File: src/rtl/regfile_dump_reader.sv
// -----------------------------------------------------------------------------
// regfile_dump_reader
//
// Purpose:
//   Readback engine for the register file. A start pulse latches an address
//   range. The block then walks that range through one regfile read port and
//   streams each register value out over a valid/ready interface. The final
//   beat of the dump is tagged with out_last.
//
// Optional feature (compile-time macro DUMP_CHECKSUM_EN):
//   When the macro is defined, a DATA_W running sum of the accepted data beats
//   is kept. After the last data beat, one extra beat carries that sum, with
//   out_addr=0 and out_last=1.
//
// Ports:
//   clock         rising-edge clock
//   ctrl_reset_n  asynchronous active-low reset
//   start         one-cycle request, sampled only in IDLE
//   start_addr    first register of the range (sampled with start)
//   end_addr      last register of the range (sampled with start)
//   abort         synchronous cancel while READ or PRESENT
//   ctrl_readReg  address to the regfile read port
//   data_readReg  combinational read data from the regfile
//   out_data      stream data
//   out_addr      register index of the current beat
//   out_valid     beat available
//   out_ready     consumer accepts when out_valid & out_ready at an edge
//   out_last      final beat of the dump
//   busy          high in every state except IDLE
//   done          one-cycle pulse after the final beat is accepted
// -----------------------------------------------------------------------------
module regfile_dump_reader #(
  parameter int DATA_W = 32,
  parameter int ADDR_W = 5
) (
  input  logic              clock,
  input  logic              ctrl_reset_n,
  input  logic              start,
  input  logic [ADDR_W-1:0] start_addr,
  input  logic [ADDR_W-1:0] end_addr,
  input  logic              abort,
  output logic [ADDR_W-1:0] ctrl_readReg,
  input  logic [DATA_W-1:0] data_readReg,
  output logic [DATA_W-1:0] out_data,
  output logic [ADDR_W-1:0] out_addr,
  output logic              out_valid,
  input  logic              out_ready,
  output logic              out_last,
  output logic              busy,
  output logic              done
);

  typedef enum logic [1:0] {
    IDLE    = 2'd0,
    READ    = 2'd1,
    PRESENT = 2'd2,
    FINISH  = 2'd3
  } state_t;

  state_t            state_q;
  logic [ADDR_W-1:0] ptr_q;
  logic [ADDR_W-1:0] last_ptr_q;
  logic [ADDR_W-1:0] rd_addr_q;
  logic [DATA_W-1:0] data_q;
  logic [ADDR_W-1:0] addr_q;
  logic              valid_q;
  logic              last_q;
  logic              done_q;

  // The pointer wraps naturally at 2**ADDR_W, which is how wrapped ranges
  // such as 30,31,0,1 are walked.
  logic [ADDR_W-1:0] ptr_inc_d;
  assign ptr_inc_d = ptr_q + 1'b1;

`ifdef DUMP_CHECKSUM_EN
  logic [DATA_W-1:0] sum_q;
  logic [DATA_W-1:0] sum_d;
  assign sum_d = sum_q + data_q;
`endif

  always_ff @(posedge clock or negedge ctrl_reset_n) begin
    if (!ctrl_reset_n) begin
      state_q    <= IDLE;
      ptr_q      <= '0;
      last_ptr_q <= '0;
      rd_addr_q  <= '0;
      data_q     <= '0;
      addr_q     <= '0;
      valid_q    <= 1'b0;
      last_q     <= 1'b0;
      done_q     <= 1'b0;
`ifdef DUMP_CHECKSUM_EN
      sum_q      <= '0;
`endif
    end else begin
      case (state_q)
        IDLE: begin
          done_q <= 1'b0;
          if (start) begin
            ptr_q      <= start_addr;
            last_ptr_q <= end_addr;
            rd_addr_q  <= start_addr;
`ifdef DUMP_CHECKSUM_EN
            sum_q      <= '0;
`endif
            state_q    <= READ;
          end
        end

        READ: begin
          if (abort) begin
            valid_q <= 1'b0;
            last_q  <= 1'b0;
            state_q <= IDLE;
          end else begin
            // The read port is combinational, so data for rd_addr_q is
            // already valid in this cycle.
            data_q  <= data_readReg;
            addr_q  <= ptr_q;
            valid_q <= 1'b1;
`ifdef DUMP_CHECKSUM_EN
            last_q  <= 1'b0;  // the checksum beat is the one tagged last
`else
            last_q  <= (ptr_q == last_ptr_q);
`endif
            state_q <= PRESENT;
          end
        end

        PRESENT: begin
          // Abort takes priority over a simultaneous accept.
          if (abort) begin
            valid_q <= 1'b0;
            last_q  <= 1'b0;
            state_q <= IDLE;
          end else if (out_ready) begin
            if (last_q) begin
              valid_q <= 1'b0;
              last_q  <= 1'b0;
              done_q  <= 1'b1;
              state_q <= FINISH;
            end else begin
`ifdef DUMP_CHECKSUM_EN
              sum_q <= sum_d;
              if (ptr_q == last_ptr_q) begin
                // Replace the accepted data beat with the checksum beat.
                // out_valid stays high.
                data_q <= sum_d;
                addr_q <= '0;
                last_q <= 1'b1;
              end else begin
                ptr_q     <= ptr_inc_d;
                rd_addr_q <= ptr_inc_d;
                valid_q   <= 1'b0;
                state_q   <= READ;
              end
`else
              ptr_q     <= ptr_inc_d;
              rd_addr_q <= ptr_inc_d;
              valid_q   <= 1'b0;
              state_q   <= READ;
`endif
            end
          end
        end

        FINISH: begin
          done_q  <= 1'b0;
          state_q <= IDLE;
        end

        default: state_q <= IDLE;
      endcase
    end
  end

  assign ctrl_readReg = rd_addr_q;
  assign out_data     = data_q;
  assign out_addr     = addr_q;
  assign out_valid    = valid_q;
  assign out_last     = last_q;
  assign done         = done_q;
  assign busy         = (state_q != IDLE);

endmodule
File: config.mk
export PLATFORM = sky130hd
export DESIGN_NAME = regfile_dump_reader
export DESIGN_NICKNAME = d
export VERILOG_FILES = /design/src/rtl/regfile_dump_reader.sv
export SDC_FILE = /design/constraint.sdc
export NUM_CORES = 1
export LEC_CHECK = 0
export BUFFER_PORTS_ARGS = -buffer_cell sky130_fd_sc_hd__buf_2
export CAP_MARGIN = 5
export CELL_PAD_IN_SITES_DETAIL_PLACEMENT = 1
export CELL_PAD_IN_SITES_GLOBAL_PLACEMENT = 1
export CORE_MARGIN = 2
export CORE_UTILIZATION = 33
export CTS_CLUSTER_SIZE = 30
export DETAILED_ROUTE_END_ITERATION = 7
export GPL_TIMING_DRIVEN = 0
export PLACE_DENSITY_LB_ADDON = 0.2
export SETUP_SLACK_MARGIN = 0.4
export SLEW_MARGIN = 20
export SYNTH_ARGS = -nofsm -noshare
export SYNTH_HDL_FRONTEND = slang
export SYNTH_SLANG_ARGS = --single-unit
File: constraint.sdc
create_clock -name clock -period 1.71 [get_ports clock]
set_input_delay 0.2565 -clock clock [delete_from_list [all_inputs] [get_ports clock]]
set_output_delay 0.2565 -clock clock [all_outputs]
set_load 0.05 [all_outputs]
# Word level (Yosys, flattened, before mapping)
# Cells that the tools add are included.
# word_totals
out_inout_bits	46
regBits	52
input_bits	47
word_cells	53
# classes
mux	21
n_eq_ne	10
n_addsub	1
reduce_logical	12
bitwise_logic	1
# ops
cell	count
$mux W5	4
$mux W2	5
$ne A2 B2 Y1 const B	5
$pmux W5 S2	1
$pmux W2 S4	1
$reduce_and A2 Y1	4
$reduce_bool A2 Y1	4
$mux W1	7
$pmux W1 S2	3
$add A5 B1 Y5 const B	1
$eq A5 B5 Y1	1
$reduce_and A5 Y1	1
$eq A2 B2 Y1 const B	2
$reduce_and A4 Y1	1
$ne A3 B3 Y1 const B	1
$eq A2 B1 Y1 const B	1
$logic_not A2 Y1	1
$reduce_or A2 Y1	1
$not A1 Y1	1

# Depth between registers and ports, before layout
# Gate-level depths: netlist (run 1).
# depth
word_depth	5
depth_mapped	7
mapped_depth_nobuf	6

# Least setup slack after synthesis (run 1)
# No wires, ideal clock.
# synth_path
path_type	reg-to-reg
from	reg last_q (netlist: out_last)
to	reg rd_addr_q[4] (netlist: ctrl_readReg[4])
path_slack_ps	-49
n_path_buf	0
t_arrival_ps	1610
path_stages_with_launch	5
required_ps	1561
setup_time_ps	149
period_less_slack_ps	1759
cell_sequence	dfrtp_1 -> or3b_4 -> o32a_1 -> o21ai_1 -> o311ai_1
# synth_via
elab_chain_len	2
# synth_lines
element	line_no	text
from (decl)	67	logic last_q;
from (signal assigned)	124	last_q <= (ptr_q == last_ptr_q);
$ne A2 B2 Y1 (no line)	-	
$reduce_and A5 Y1 (no line)	-	
to (signal assigned)	102	rd_addr_q <= start_addr;
to (signal assigned)	159	rd_addr_q <= ptr_inc_d;
to (decl)	63	logic [ADDR_W-1:0] rd_addr_q;
# Every way passes these cells.
# A chain may end at the register's enable or synchronous reset.

# Final worst setup path (run 1)
# layout_path
from	reg state_q[0]
to	reg rd_addr_q[2] (netlist: ctrl_readReg[2])
# layout_via
elab_chain_len	3
word_cells_on_any_way	9
classes_between	eq/ne (5); mux (1); reduce/logical (3)
# layout_lines
element	line_no	text
from (decl)	60	state_t state_q;
from (signal assigned)	83	state_q <= IDLE;
from (signal assigned)	106	state_q <= READ;
from (signal assigned)	114	state_q <= IDLE;
$eq A2 B2 Y1 or $logic_not A2 Y1 (tied branches)	96	case (state_q)
$ne A2 B2 Y1 (no line) or $reduce_bool A2 Y1 (tied branches)	-	
$reduce_and A5 Y1 (no line)	-	
# Several ways; a longest one is shown, not always the timed one.

==> summary.txt, run 1 <==
STA
  • Period utilization: 91.9%
  • Max Clock Freq: 636 MHz
  • Worst-Margin Slew: 0.646 ns
  • Slew Limit Fails: 0
  • Fin Setup TNS: 0 ns
  • RSZ-0062 raised after global routing: yes
  • Relative slew slack: 56.9%
  • Final critical-path required period: 1.57 ns
  • Setup Viol. Count Final: 0
  • Final hold vios: 0
  • Final worst clock skew: 0.00543 ns
  • Hold WS: 0.160 ns

Clock network
  • Worst-path clk slew: 0.09 ns
  • Clock buffer count from CTS: 5
  • Max Buffers Root-to-Sink: 2
  • Clk Latency, worst-skew pair: 0.30 ns
  • H-tree Lvls: 2
  • Clk Tree Root Cell: clkbuf_8
  • CTS tree: built
  • Clock Sinks: 52

Die
  • Die Area: 0.00756 mm2
  • Die Y: 87.0 um
  • Core ar.: 0.00672 mm2
  • IO Count: 93
  • Number of placement rows: 30
  • Starting Density: 33.8%
  • Die width: 87.0 um

Detailed routing
  • Via density: 4.79
  • WL/cell: 15.7 um
  • Vias: 1745
  • Drc violations: 0
  • Initial DRC Count: 30
  • Pre-antenna DRT Iters: 4
  • Total Routed Length: 5710 um
  • Post-DRT Antenna Nets: 0

Status
  • Outcome: finished clean

Critical path
  • Setup Crit Path Kind: register to register
  • Critical Path RT: 1.90 ns
  • Setup crit end kind: register
  • Startpoint types: register
  • Worst flop-to-flop path startpoint: state_q[0]$_DFFE_PN0P_
  • Crit path from: state_q[0]$_DFFE_PN0P_
  • Critical path peak fanout: 4
  • CP arrival: 1.76 ns

Synth
  • Top post-synthesis cells by area: dfrtp_1, mux2_1, ha_1
  • Ys Warns: 0
  • Post-synthesis sequential area ratio: 57.3%
  • Synthesized instance count: 169
  • Mapped Area: 0.00227 mm2
  • Post-synthesis cell type count: 35
  • Synth async-reset ratio: 100%
  • Synthesis-stage register bit count: 52
  • Largest area contributor in the netlist: dfrtp_1
  • Main synth FF type: dfrtp_1
  • Mapped Nets: 221
  • Top cell type's share of synthesized area: 57.3%
  • Avg Inst Size Synth: 13.4 um2
  • Number of flops mapped to enable cells by yosys: 0

Placed design
  • PortBufs: 92
  • RePlAce Congestion: 0.742
  • DP HPWL: 4100 um

Global route
  • Initial antenna violation count: 0
  • Vias in the first global route: 1835
  • Grt total ovfl: 0
  • Pin count of the biggest net entering global routing: 53
  • First-pass GRT wire length: 8810 um
  • Total GRT Usage: 15.0%

Finish
  • Diodes inserted: 0
  • Final-stage net count: 336
  • FILL cells: 726
  • Syn-to-layout area delta: 50.4%
  • Layout cells sized above 1: 58.5%

Hold path
  • Hold crit path type: primary input to register
  • Launch point of the worst hold path: end_addr[3]

Run
  • Max-cap violations: 0
-- final cells by class --
cell class                 instances  area (um2)  area share, %
sequential                        52        1310           38.3
multi-input combinational        102        1080           31.7
timing repair buffer             108         663           19.4
tap                               80         100           2.93
buffer                             6        95.1           2.78
clock buffer                       5        68.8           2.01
clock inverter                     2        60.1           1.76
inverter                           9        37.5           1.10
-- critical path, stage by stage, from the launching register on --
cell	delay, ns
dfrtp_1	0.41
inv_2	0.12
ha_4	0.19
clkinvlp_4	0.11
buf_4	0.15
a2bb2oi_1	0.12
o22ai_1	0.11
a311oi_1	0.25
-- per-layer routing --
| layer | up-vias | part of all wire (%) | global-route usage (%) |
|---|---|---|---|
| li1 | 826 | - | - |
| met5 | - | 0 | 0 |
| met4 | 0 | 2.0 | 5.26 |
| met2 | 63 | 49 | 25.4 |
| met3 | 10 | 5.3 | 3.79 |
| met1 | 846 | 44 | 18.5 |
-- cells in the final DEF, fill, tap and decap left out, types with 2 or more instances in the layout --
cell       count
inv_1          5
ha_1           2
buf_2         87
ha_4           3
clkbuf_16      2
mux2_4        18
a21oi_2        2
o22ai_1        2
clkbuf_8       5
buf_6          4
bufinv_16      2
nand2_1        6
nand3_1        3
clkbuf_4       2
xnor2_1        2
mux2_1        26
dfrtp_2        6
buf_12         3
nor2_1         6
nor2b_4        2
buf_4         11
mux2i_1        2
buf_8          4
a21oi_1        2
inv_2          3
nand4_1        2
dfrtp_1       46
-- kinds of logic (layout without fill, tap and decap cells) --
family	count (synthesis)	in the layout	share of synthesized area, %
AOI/OAI and AO/OA	21	21	7.11
xor gates and xnor gates	2	2	0.771
adders and majority gates	5	5	2.75
buffers and inverters	15	130	2.75
DFF	52	52	57.3
muxes	46	46	22.7
and+or+nand+nor	28	28	6.61
-- Yosys cell counts, drive strengths merged, types with 2 or more instances --
| cell type | instances |
|---|---|
| a211oi | 2 |
| a21oi | 4 |
| buf | 6 |
| dfrtp | 52 |
| ha | 5 |
| inv | 9 |
| mux2 | 44 |
| mux2i | 2 |
| nand2 | 7 |
| nand2b | 2 |
| nand3 | 3 |
| nand4 | 2 |
| nor2 | 7 |
| nor2b | 2 |
| o21ai | 2 |
| o22ai | 3 |
| xnor2 | 2 |
-- worst paths after layout --
kind                                               endpoint  slack (ns)  cells after the start
worst max-delay path            ctrl_readReg[2]$_DFFE_PN0P_        0.14                      7
worst min-delay path              last_ptr_q[3]$_DFFE_PN0P_        0.16                      2
min in group asynchronous          out_data[24]$_DFFE_PN0P_        0.53                      2
worst min register to register     out_data[16]$_DFFE_PN0P_        0.49                      1
max in group asynchronous              out_last$_DFFE_PN0P_        0.72                      2
worst max register to register  ctrl_readReg[2]$_DFFE_PN0P_        0.14                      7
-- what timing repair did --
| item | CTS | global route |
|---|---|---|
| cloned | 0 | 2 |
| hold endpoints to repair | 27 | 0 |
| endpoints found under the setup margin | 57 | 56 |
| setup buffers | 9 | 4 |
| hold buffers | 1 | 0 |
| gates resized for setup | 18 | 15 |
| pin swaps | 2 | 3 |
-- metrics by stage --
stage                     setup WS, ns  std cells  instance area (um2)  util, %
after floorplan                  0.132        169                 2440        -
after global placement          0.0469        341                 3000     44.7
after detailed placement        0.0213        341                 3000     44.7
after CTS                        0.158        358                 3280     48.8
after global routing            0.0185        364                 3420     50.8
final                            0.138        364                 3420     50.8
-- sequential cells by signal, summed over array words and instances, names as in the netlist --
register and count:
done 1, out_addr 5, ctrl_readReg 5, out_data 32, out_valid 1, out_last 1
state_q 2, last_ptr_q 5
Power of run 1 is left out: the tool's default activity adds up to more than one toggle a clock period on the data nets, which glitch-free logic cannot reach.
==> run 2: changes to the inputs <==
- CORE_UTILIZATION: 33 -> 40
- SETUP_SLACK_MARGIN: 0.4 -> 0.1
- clock period: 1.71 -> 2 ns (I/O delays scaled with it)
==> run 2 against run 1 <==
Effect of this change: setup slack better by 0.095 ns; hold slack worse by 0.17 ns; flip-flop and latch count stayed put; die area is 17% lower; critical path depth is 3 lower; final cell count is 6.3% lower; non-clock buffer count is 16 lower; first-iteration DRC count is 30% lower; clock skew is 0.0057 ns higher; core utilization is 2.4 points higher; design area is 14% lower; routed wire length is 10% lower; the flow now finishes with violations (negative hold slack).
==> summary.txt, run 2 (synthesis results as in run 1) <==
Detailed routing
  • Pre-antenna DRT Iters: 4
  • Via density: 4.89
  • Post-DRT Antenna Nets: 0
  • Vias: 1666
  • Drc violations: 0
  • WL/cell: 15.0 um
  • Initial DRC Count: 21
  • Total Routed Length: 5120 um

Clock network
  • Hold-fix buffers at CTS: 0
  • Clock buffer count from CTS: 5
  • Worst-path clk slew: 0.11 ns
  • CTS tree: built
  • Max Buffers Root-to-Sink: 2
  • Clock Sinks: 52
  • Clk Tree Root Cell: clkbuf_8
  • H-tree Lvls: 2
  • Clk Latency, worst-skew pair: 0.32 ns
  • Setup Fix Bufs, Post-CTS: 0

STA
  • Max Clock Freq: 566 MHz
  • Setup Viol. Count Final: 0
  • Final hold vios: 2
  • Relative slew slack: 57.4%
  • Worst-Margin Slew: 0.638 ns
  • RSZ-0062 raised after global routing: no
  • Final worst clock skew: 0.0112 ns
  • Period utilization: 88.3%
  • Final critical-path required period: 1.77 ns
  • Slew Limit Fails: 0
  • Fin Setup TNS: 0 ns
  • Hold WS: -0.00629 ns

Finish
  • Final-stage net count: 320
  • Syn-to-layout area delta: 29.0%
  • Area of the multi-input gates: 910 um2
  • Most common cell after layout, fill and taps aside: buf_2
  • Diodes inserted: 0
  • FILL cells: 597
  • Storage cell area: 0.00130 mm2
  • Layout cells sized above 1: 41.3%
  • Most frequent cells in the layout: buf_2, dfrtp_1, mux2_1
  • Final Util: 53.2%
  • Fin cells: 341
  • Largest register FFs: 32

Critical path
  • Critical path peak fanout: 6
  • Buf/Inv on CP: 3
  • Worst path most repeated cell: inv_1
  • Critical Path RT: 1.70 ns
  • Critical path's top delay family: buffers and inverters
  • Startpoint types: register
  • Flop2flop setup slack: 0.26 ns
  • Cell Chain, Critical Path: inv_1 > ha_1 > inv_1 > buf_2
  • Setup crit end kind: output pin
  • Setup Crit Path Kind: register to output pin
  • CP arrival: 1.47 ns
  • Slowest stage cell, crit path: dfrtp_1
  • CP max stage delay: 0.38 ns

Placed design
  • RePlAce Congestion: 0.814
  • Placed Cells: 333
  • DP HPWL: 4050 um
  • PortBufs: 92

Die
  • Die Area: 0.00630 mm2
  • Starting Density: 41.2%
  • Die Y: 79.3 um
  • IO Count: 93
  • Number of placement rows: 27
  • Die width: 79.3 um
  • Core ar.: 0.00551 mm2

Global route
  • Grt total ovfl: 0
  • Pin count of the biggest net entering global routing: 53
  • Initial antenna violation count: 0
  • First-pass GRT wire length: 8580 um
  • Vias in the first global route: 1771
  • Total GRT Usage: 17.7%

Status
  • Outcome: finished with violations
  • Failing checks: negative hold slack

Hold path
  • Hold crit path type: primary input to async pin

Run
  • Max-cap violations: 0
[run 2: per-layer routing]
| metal | global-route usage (%) | vias up | routed length [um] |
|---|---|---|---|
| met2 | 30.4 | 58 | 2490 |
| met4 | 5.69 | 0 | 65 |
| met5 | 0 | - | 0 |
| li1 | - | 799 | - |
| met1 | 22.5 | 801 | 2260 |
| met3 | 3.41 | 8 | 310 |
[run 2: through the flow]
step,area (um2),setup WS (ns)
2_1_floorplan,2270,0.241
3_3_place_gp,2820,0.0798
4_1_cts,2920,0.150
3_5_place_dp,2820,0.0174
5_1_grt,2930,0.122
6_report,2930,0.234
[run 2: worst reg2reg max path, stage by stage (launching register included)]
cell	delay (ns)
dfrtp_1	0.41
inv_1	0.11
ha_1	0.20
nor2b_2	0.19
buf_6	0.17
buf_4	0.20
mux2_1	0.34
[run 2: what timing repair did]
item | CTS | global route
cloned | 0 | 0
gates resized for setup | 3 | 3
setup endpoints to repair | 19 | 22
[run 2: path summary, 6_finish.rpt]
check / start / end / cells past startpoint
min in group clock: end_addr[0] / last_ptr_q[0]$_DFFE_PN0P_ / 2
max in group asynchronous: ctrl_reset_n / last_ptr_q[2]$_DFFE_PN0P_ / 1
worst max-delay path: state_q[0]$_DFFE_PN0P_ / busy / 4
worst min register to register: out_data[4]$_DFFE_PN0P_ / out_data[4]$_DFFE_PN0P_ / 1
worst max register to register: state_q[1]$_DFFE_PN0P_ / out_data[15]$_DFFE_PN0P_ / 6
worst min-delay path: ctrl_reset_n / out_data[22]$_DFFE_PN0P_ / 1
[run 2: layout make-up]
cell class / instances / share of cell area, %
sequential: 52 / 44.4
multi-input combinational: 102 / 31.1
timing repair buffer: 92 / 15.8
tap: 72 / 3.08
clock buffer: 5 / 2.35
buffer: 6 / 1.41
inverter: 9 / 1.15
clock inverter: 3 / 0.726
Power of run 2 is left out for the same reason.
==> run 3: changes to the inputs <==
- CORE_UTILIZATION: 40 -> 35
- CTS_BUF_LIST: default -> sky130_fd_sc_hd__clkbuf_4 sky130_fd_sc_hd__clkbuf_8
- clock period: 2 -> 1.4 ns (I/O delays scaled with it)
==> run 3 against run 2 <==
Effect of this change: the run ends with negative setup slack left; design area up 23%; final cell count grew 8.2%; hold slack improved by 0.12 ns; via count rose by 8.9%; clock skew fell by 0.0078 ns; core utilization grew 3.6 points; routed wire length grew 19%; flip-flop and latch count did not move; largest cell class unchanged.
==> summary.txt, run 3 (synthesis results as in run 1) <==
Status
  • Outcome: finished with violations
  • Failing checks: negative setup slack

Critical path
  • Buf/Inv on CP: 4
  • Cell Chain, Critical Path: inv_2 > ha_4 > nor2b_4 > buf_8 > buf_6 > buf_8 > mux2_4
  • CP arrival: 1.78 ns
  • Startpoint types: register
  • Slowest stage cell, crit path: dfrtp_1
  • Critical path peak fanout: 6
  • Critical path's top delay family: buffers and inverters
  • Setup crit end kind: register
  • Setup Crit Path Kind: register to register
  • Worst path most repeated cell: buf_8
  • CP max stage delay: 0.41 ns
  • Critical Path RT: 1.59 ns

Run
  • Max-cap violations: 0

Clock network
  • Clk Latency, worst-skew pair: 0.30 ns
  • CTS tree: built
  • Clk Tree Root Cell: clkbuf_8
  • Clock Sinks: 52
  • Worst-path clk slew: 0.10 ns
  • Max Buffers Root-to-Sink: 2
  • H-tree Lvls: 2
  • Clock buffer count from CTS: 5

STA
  • Final hold vios: 0
  • Final worst clock skew: 0.00339 ns
  • Relative slew slack: 56.1%
  • Slew Limit Fails: 0
  • Final critical-path required period: 1.59 ns
  • Setup Viol. Count Final: 46
  • Period utilization: 114%
  • Worst-Margin Slew: 0.659 ns
  • Setup WS post-layout: -0.192 ns
  • RSZ-0062 raised after global routing: yes
  • Max Clock Freq: 628 MHz
  • Fin Setup TNS: -6.01 ns
  • Hold WS: 0.115 ns

Die
  • Die width: 84.6 um
  • Die Y: 84.6 um
  • Core ar.: 0.00631 mm2
  • IO Count: 93
  • Starting Density: 36.0%
  • Die Area: 0.00715 mm2
  • Number of placement rows: 29

Global route
  • Total GRT Usage: 17.5%
  • First-pass GRT wire length: 9960 um
  • Initial antenna violation count: 0
  • Pin count of the biggest net entering global routing: 53
  • Vias in the first global route: 1936
  • Grt total ovfl: 0

Finish
  • Largest register FFs: 32
  • Fin area: 0.00359 mm2
  • Diodes inserted: 0
  • Most common cell after layout, fill and taps aside: buf_2
  • Most frequent cells in the layout: buf_2, dfrtp_1, mux2_4
  • Final-stage net count: 343
  • FILL cells: 660
  • Layout cells sized above 1: 66.8%
  • Syn-to-layout area delta: 58.0%

Detailed routing
  • Drc violations: 0
  • Vias: 1814
  • Post-DRT Antenna Nets: 0
  • Pre-antenna DRT Iters: 4
  • Total Routed Length: 6080 um
  • Via density: 4.92
  • WL/cell: 16.5 um
  • Initial DRC Count: 59

Pwr
  • Leakage: 1.74 nW
  • Power per cell area: 2930 mW/mm2
  • Power, Total: 10.5 mW
  • Peak VDD IR: 1.55 mV

Placed design
  • RePlAce Congestion: 0.724
  • DP HPWL: 3910 um
  • Post-place setup slack: -0.296 ns
  • Area post-placement: 0.00300 mm2
  • PortBufs: 92

Hold path
  • Hold crit path type: primary input to register
==> run 3: cell count changes in the layout (fill, tap and decap cells not counted), moves of 3 or more <==
| cell | delta |
|---|---|
| ha_4 | +3 |
| buf_2 | -7 |
| buf_12 | +3 |
| mux2_4 | +39 |
| mux2_1 | -39 |
| buf_4 | +7 |
| dfrtp_1 | -6 |
| buf_8 | +5 |
| ha_1 | -3 |
| buf_6 | +11 |
| inv_1 | -3 |
| dfrtp_2 | +6 |
==> run 3: repair_timing <==
| action | in CTS | in global routing |
|---|---|---|
| pin swaps | 11 | 9 |
| cloned | 3 | 0 |
| gates resized for setup | 44 | 20 |
| hold buffers | 1 | 0 |
| setup buffers | 18 | 3 |
| endpoints found under the hold margin | 52 | 0 |
| endpoints found under the setup margin | 54 | 57 |
==> run 3: layout make-up <==
type                    instances  area [um2]  area share (%)
plain buffers                   6        87.6            2.44
clock buffers                   6        82.6            2.30
clock inverters                 2        38.8            1.08
inverters                       9        37.5            1.05
multi-input cells             102        1170            32.6
flip-flops and latches         52        1310            36.5
well taps                      77        96.3            2.68
repair buffers                115         768            21.4
==> run 3: final timing paths <==
path | to | slack [ns] | cells past startpoint | startpoint
hold / removal | last_ptr_q[3]$_DFFE_PN0P_ | 0.11 | 2 | end_addr[3]
hold reg to reg | last_ptr_q[3]$_DFFE_PN0P_ | 0.49 | 1 | last_ptr_q[3]$_DFFE_PN0P_
setup reg to reg | out_data[13]$_DFFE_PN0P_ | -0.19 | 7 | state_q[1]$_DFFE_PN0P_
setup / recovery | out_data[13]$_DFFE_PN0P_ | -0.19 | 7 | state_q[1]$_DFFE_PN0P_
max in group asynchronous | out_last$_DFFE_PN0P_ | 0.44 | 2 | ctrl_reset_n
min in group asynchronous | out_data[22]$_DFFE_PN0P_ | 0.49 | 2 | ctrl_reset_n
==> run 3: per-stage QoR <==
step	util, %	instances
4_1_cts	56.0	368
3_3_place_gp	47.5	338
5_1_grt	56.8	369
2_1_floorplan	-	169
3_5_place_dp	47.5	338
6_report	56.8	369
==> run 3: routing by layer <==
metal,GRT usage [%],wire (um)
met5,0,0
met3,3.15,287
met1,24.2,2770
met4,3.61,23
met2,29.0,3000
==> run 3: report_power, final <==
part	leakage [nW]	internal, mW	total, mW	switching [mW]
Clock	0.0614	0.585	1.08	0.493
Sequential	0.607	2.26	2.78	0.521
Combinational	1.08	2.74	6.66	3.92
Power figures use the tool's default switching activity.
